**src/rtl/viterbi_bmu_pipe.sv**
```systemverilog
// Two-stage branch metric unit: per-bit distances to '0'/'1', then the metric of
// every codeword plus the index of the lowest. Valid/ready on both sides.

module viterbi_bmu_dist #(
  parameter int Q = 3
) (
  input  logic [Q-1:0] v,
  input  logic         erase,
  input  logic         mode,
  output logic [Q-1:0] d0,
  output logic [Q-1:0] d1
);
  always_comb begin
    d0 = '0;
    d1 = '0;
    if (!erase) begin
      if (mode) begin
        d0 = v;
        d1 = ~v;                  // (2^Q-1) - v in Q bits
      end else begin
        d0 = Q'(v[Q-1]);
        d1 = Q'(!v[Q-1]);
      end
    end
  end
endmodule

module viterbi_bmu_pipe #(
  parameter  int N  = 2,
  parameter  int Q  = 3,
  parameter  int CW = 16,
  localparam int NC = 1 << N,
  localparam int MW = $clog2(N * ((1 << Q) - 1) + 1)
) (
  input  logic              clk,
  input  logic              rst_n,
  input  logic              in_valid,
  output logic              in_ready,
  input  logic [N*Q-1:0]    in_sym,
  input  logic [N-1:0]      in_erase,
  input  logic              in_last,
  input  logic              mode,
  output logic              out_valid,
  input  logic              out_ready,
  output logic [NC*MW-1:0]  out_bm,
  output logic [N-1:0]      out_min_idx,
  output logic              out_last,
  output logic [CW-1:0]     out_sym_idx
);
  logic s1_valid, s2_valid, s1_load, s2_load;
  logic [N-1:0][Q-1:0] d0, d1, d0_q, d1_q;
  logic s1_last;
  logic [CW-1:0] s1_idx, cnt;
  logic [NC-1:0][MW-1:0] bm;
  logic [N-1:0] min_idx;

  assign s2_load   = !s2_valid || out_ready;
  assign s1_load   = !s1_valid || s2_load;
  assign in_ready  = s1_load;
  assign out_valid = s2_valid;

  viterbi_bmu_dist #(.Q(Q)) u_dist [N-1:0] (
    .v(in_sym), .erase(in_erase), .mode(mode), .d0(d0), .d1(d1)
  );

  // Metrics for all codewords; bit i of c picks the distance to '1' for code bit i.
  always_comb begin
    bm = '0;
    for (int c = 0; c < NC; c++)
      for (int i = 0; i < N; i++)
        bm[c] = bm[c] + (((c >> i) & 1) != 0 ? MW'(d1_q[i]) : MW'(d0_q[i]));
    min_idx = '0;
    for (int c = 1; c < NC; c++)
      if (bm[c] < bm[min_idx]) min_idx = N'(c);
  end

  always_ff @(posedge clk or negedge rst_n) begin
    if (!rst_n) begin
      s1_valid <= 1'b0;
      d0_q     <= '0;
      d1_q     <= '0;
      s1_last  <= 1'b0;
      s1_idx   <= '0;
      cnt      <= '0;
    end else if (s1_load) begin
      s1_valid <= in_valid;
      if (in_valid) begin
        d0_q    <= d0;
        d1_q    <= d1;
        s1_last <= in_last;
        s1_idx  <= cnt;
        cnt     <= in_last ? '0 : cnt + CW'(1);
      end
    end
  end

  always_ff @(posedge clk or negedge rst_n) begin
    if (!rst_n) begin
      s2_valid    <= 1'b0;
      out_bm      <= '0;
      out_min_idx <= '0;
      out_last    <= 1'b0;
      out_sym_idx <= '0;
    end else if (s2_load) begin
      s2_valid <= s1_valid;
      if (s1_valid) begin
        out_bm      <= bm;
        out_min_idx <= min_idx;
        out_last    <= s1_last;
        out_sym_idx <= s1_idx;
      end
    end
  end
endmodule

```
**config.mk**
```make
export PLATFORM = sky130hd
export DESIGN_NAME = viterbi_bmu_pipe
export DESIGN_NICKNAME = d
export VERILOG_FILES = /design/src/rtl/viterbi_bmu_pipe.sv
export SDC_FILE = /design/constraint.sdc
export NUM_CORES = 1
export LEC_CHECK = 0
export BUFFER_PORTS_ARGS = -buffer_cell sky130_fd_sc_hd__buf_2
export CORE_MARGIN = 1
export CORE_UTILIZATION = 35
export DETAILED_ROUTE_END_ITERATION = 10
export SYNTH_ARGS = -nofsm -noshare
export SYNTH_HDL_FRONTEND = slang
export SYNTH_SLANG_ARGS = --single-unit
```
**constraint.sdc**
```tcl
create_clock -name clk -period 6.15 [get_ports clk]
set_clock_uncertainty 0.2 [all_clocks]
set_input_delay 0.9225 -clock clk [delete_from_list [all_inputs] [get_ports clk]]
set_output_delay 0.9225 -clock clk [all_outputs]
set_load 0.01 [all_outputs]
```
Yosys cells after proc, flatten, opt, wreduce, memory -nomap -nowiden

Cells that the tools add are included.

Order comparisons: 5
Mux-type cells: 16
$add $sub $neg: 5
Reductions and logical operators: 8
Bitwise gates (word level): 2

Operators by type and width:

| operator                                                                     | count |
|---|---|
| 3-bit two-way mux                                                            | 8 |
| 16-bit by 1-bit adder with 16-bit output, second input constant              | 1 |
| 3-bit by 3-bit adder with 4-bit output                                       | 4 |
| 4-bit binary-select mux with 2-bit select                                    | 2 |
| 16-bit two-way mux                                                           | 1 |
| 4-bit less-than comparator                                                   | 3 |
| 4-bit two-way mux                                                            | 2 |
| 2-bit by 3-bit less-than comparator with 1-bit output, second input constant | 2 |
| 3-bit NOT                                                                    | 2 |
| 1-bit logical NOT                                                            | 4 |
| 2-bit two-way mux                                                            | 2 |
| 2-bit AND reduction                                                          | 2 |
| 1-bit logical OR                                                             | 2 |
| 1-bit two-way mux                                                            | 1 |

Output and inout bits: 37
Logic and storage cells: 49
Input bits: 14
Bits in registers: 82

Depth between registers and ports, before layout

Word-level depth: 11
Depth in mapped cells: 23
Depth with buffers taken out: 23

Modules after synthesis

Synthesis repeated with hierarchy kept, for this count alone.

Cell total of the unflattened synthesis: 395
Area, all modules: 4016.4 um2

Modules (own cells, without submodules):

| module           | area an instance (um2) | sequential area each (um2) | cells each | instances |
|---|---|---|---|---|
| viterbi_bmu_pipe | 3918.8                 | 2052.0                     | 375        | 1 |
| viterbi_bmu_dist | 48.8                   | 0.0                        | 10         | 2 |

Least setup slack after synthesis

No wires, ideal clock.

Path type: reg-to-reg
Start point: reg d0_q[3] in the netlist's numbering
End point: reg out_min_idx[1]
Setup slack: 1611 ps
Buffers on the path: 0
Clock period less this slack: 4539 ps
Stages on the path, launching flop included: 22
Setup time: 119 ps
Data arrival time: 4220 ps
Data required time: 5831 ps
Path through: dfrtp_1 -> ha_1 -> inv_1 -> fa_1 -> inv_1 -> ha_1 -> a21oi_1 -> maj3_2 -> o21bai_4 -> mux2_4 -> ha_1 -> nor4bb_1 -> o21bai_1 -> a21oi_1 -> a21oi_1 -> a21o_1 -> ha_1 -> o21a_1 -> o211ai_1 -> a21oi_1 -> a21oi_1 -> o22a_2

RTL lines:

| item                     | line | source |
|---|---|---|
| start: declaration       | 51   | `logic [N-1:0][Q-1:0] d0, d1, d0_q, d1_q;` |
| start signal: assignment | 80   | `d0_q <= '0;` |
| start signal: assignment | 88   | `d0_q <= d0;` |
| end signal: assignment   | 108  | `out_min_idx <= min_idx;` |
| end: declaration         | 46   | `output logic [N-1:0] out_min_idx,` |

==> impl_metrics.tcl <==
set metrics [dict create \
    dp.final_hpwl_mm 5.83 \
    nFillCells 1073 \
    routedWlPerCell_um 13.9 \
    synth_warnings 0 \
    synth_seq_area_share 0.507 \
    slew_headroom 0.311 \
    cp_slowest_cell "fa_1" \
    hold_viol_final 0 \
    place_congestion 0.860 \
    routed_wl_mm 8.35 \
    powerDensity_nw_per_um2 327 \
    cts_tree "yes" \
    holdBufCountCts 0 \
    crit_arrival_ns 5.08 \
    antenna_found_initial 0 \
    ff2ff_path_depth 21 \
    outcome "finished clean" \
    syn_area_per_cell_um2 9.96 \
    cpPeakStageDelay_ns 0.52 \
    fin_area_um2 4730 \
    worst_pin_slew_ns 1.03 \
    grt_first_pass_wirelength_mm 14.3 \
    finalSetupViolCount 0 \
    synthCells 406 \
    grt_max_degree 83 \
    cp_common_cell "a21oi_1" \
    worstSkewPairLatency_ns 0.34 \
    cap_violations 0 \
    die-area_um2 12000 \
    placed_area_um2 4440 \
    cp-start-kind "register" \
    ir_drop_mv 0.181 \
    cts_buffers 9 \
    drive_gt1_frac 0.200 \
    clkSinkCount 82 \
    min_to "out_sym_idx[5]$_DFFE_PN0P_" \
    synthFlopType "dfrtp_1" \
    power_mw 1.54 \
    io_pins 51 \
    layout_min_cycle_time_ns 5.00 \
    fmax_mhz 200 \
    worstPathRequired_ns 6.24 \
    synth_cell_types 42 \
    port_buffers 50 \
    firstDrtPassIters 4 \
    async_reset_ff_frac 1.00 \
    cp_cell_sequence "ha_1 > inv_1 > fa_1 > inv_1 > ha_1 > a21oi_1 > maj3_2 > o21bai_4 > mux2_4 > ha_1 > nor4bb_1 > o21bai_1 > a21oi_1 > a21oi_1 > a21o_1 > ha_1 > o21a_1 > o211ai_1 > a21oi_1 > a21oi_1 > o22a_2" \
    core.rowCount 38 \
    fin_crit_sh 0.813 \
    layout_setup_ws_ns 1.15 \
    worstSetupPathType "reg2reg" \
    path_clk_slew_ns 0.07 \
    grt_pass1_vias 2918 \
    syn2layout_area_growth_pct 16.8 \
    ctsResizeCount 0 \
    cts_root_buffer "clkbuf_16" \
    min_path_cells 2 \
    cts_max_path_buffers 2 \
    endpoint_kind "register" \
    drc 0 \
    vias 2937 \
    leakagePower_nw 2.47 \
    num_antenna_cells 0 \
    grtUsageTotal 0.157 \
    path_max_fanout 5 \
    drtIter0Drc 134 \
    rsz0062_at_grt "no" \
    place_ws_ns 1.17 \
    drv_slew 0 \
    hold_start "s1_idx[5]$_DFFE_PN0P_" \
    rrSetupSlack_ns 1.15 \
    setup_tns_ns 0 \
    core_area_um2 11000 \
    initial_core_util 0.367 \
    mostFrequentLayoutCells "nand2_1, dfrtp_1, buf_2, ha_1, o21ai_0" \
    min_path_type "reg2reg" \
    synth_edf_count 0 \
    hold_slack_ns 0.263 \
    layout.nets 496 \
    r2r_end "out_min_idx[1]$_DFFE_PN0P_" \
    viasPerCell 4.89 \
    overflow 0 \
    synthesis.area_um2 4050 \
    synth-seq-cells 82 \
    die_h_um 110 \
    htree_levels 3 \
    detail-route-antenna-nets 0 \
    r2r_start "d0_q[3]$_DFFE_PN0P_" \
    final_common_cell "nand2_1" \
    synth_nets 446 \
    post-cts-setup-buffers 0 \
    die_w_um 110 \
]
==> per-layer routing <==
metal  vias up  wire [um]  GRT usage
li1       1471          -          -
met1      1399       4240      0.218
met2        55       3620      0.231
met3        12        318     0.0350
met4         0        169     0.0733
met5         -          0          0
==> cell families after synthesis <==
logic type / count (synthesis) / share of synthesized area
AO/OA/AOI/OAI: 67 / 0.109
multiplexers: 23 / 0.0628
adder cells (fa/ha/maj): 27 / 0.0888
XOR/XNOR: 13 / 0.0300
buffers and inverters: 25 / 0.0232
flip-flops: 82 / 0.507
AND/OR/NAND/NOR: 169 / 0.179
==> synthesized netlist by cell type, drive strengths merged (5+ instances only) <==
cell	number	area share
nand2	113	0.10
dfrtp	82	0.51
ha	23	0.071
o21ai	20	0.025
a21oi	19	0.026
nor2	19	0.018
mux2	16	0.045
clkbuf	14	0.013
inv	11	0.010
a21o	9	0.019
nand2b	8	0.012
xor2	8	0.017
mux2i	7	0.017
o31ai	7	0.013
nor3	6	0.0074
xnor2	5	0.013
==> worst max path at each step <==
| stage | startpoint | cells past startpoint | slack, ns | to |
|---|---|---|---|---|
| after global placement | d0_q[3]$_DFFE_PN0P_ | 22 | 1.41 | out_min_idx[1]$_DFFE_PN0P_ |
| after global routing | d0_q[3]$_DFFE_PN0P_ | 21 | 0.86 | out_min_idx[1]$_DFFE_PN0P_ |
| after detailed placement | d0_q[3]$_DFFE_PN0P_ | 21 | 1.17 | out_min_idx[1]$_DFFE_PN0P_ |
| after floorplan | d0_q[3]$_DFFE_PN0P_ | 21 | 1.61 | out_min_idx[1]$_DFFE_PN0P_ |
| final | d0_q[3]$_DFFE_PN0P_ | 21 | 1.15 | out_min_idx[1]$_DFFE_PN0P_ |
| after CTS | d0_q[3]$_DFFE_PN0P_ | 21 | 1.16 | out_min_idx[1]$_DFFE_PN0P_ |
==> stage by stage <==
step,utilization,instances
after floorplan,-,406
after global placement,0.403,585
after detailed placement,0.403,585
after CTS,0.428,601
after global routing,0.428,601
final,0.428,601
==> state kept, by name (all words and copies together), names as in the netlist <==
signal and cells:
out_last 1, out_valid 1, out_sym_idx 16, d0_q 6
d1_q 6, out_bm 16, s1_valid 1, cnt 16
s1_last 1, s1_idx 16, out_min_idx 2
==> power by group <==
part           switching (mW)  leakage (nW)  total, mW  internal (mW)
combinational           0.213          1.24      0.378          0.165
sequential             0.0455          1.09      0.646          0.601
clock                   0.239         0.135      0.519          0.280
==> cell type report <==
class                      instances  area [um^2]  share of cell area
multi-input combinational        299         1900               0.402
inverter                          11         41.3             0.00874
sequential                        82         2050               0.434
tap                              140          175              0.0371
clock inverter                     7         57.6              0.0122
clock buffer                       9          225              0.0477
timing repair buffer              53          275              0.0582
==> worst max-delay path: cells and delay by family, from the launching register on <==
family,cells,cell delay (ns)
adders and majority gates,6,1.80
AOI/OAI and AO/OA,11,1.80
and+or+nand+nor,1,0.32
DFF,1,0.40
muxes,1,0.31
buffers and inverters,2,0.10
(Power assumes the default switching activity.)
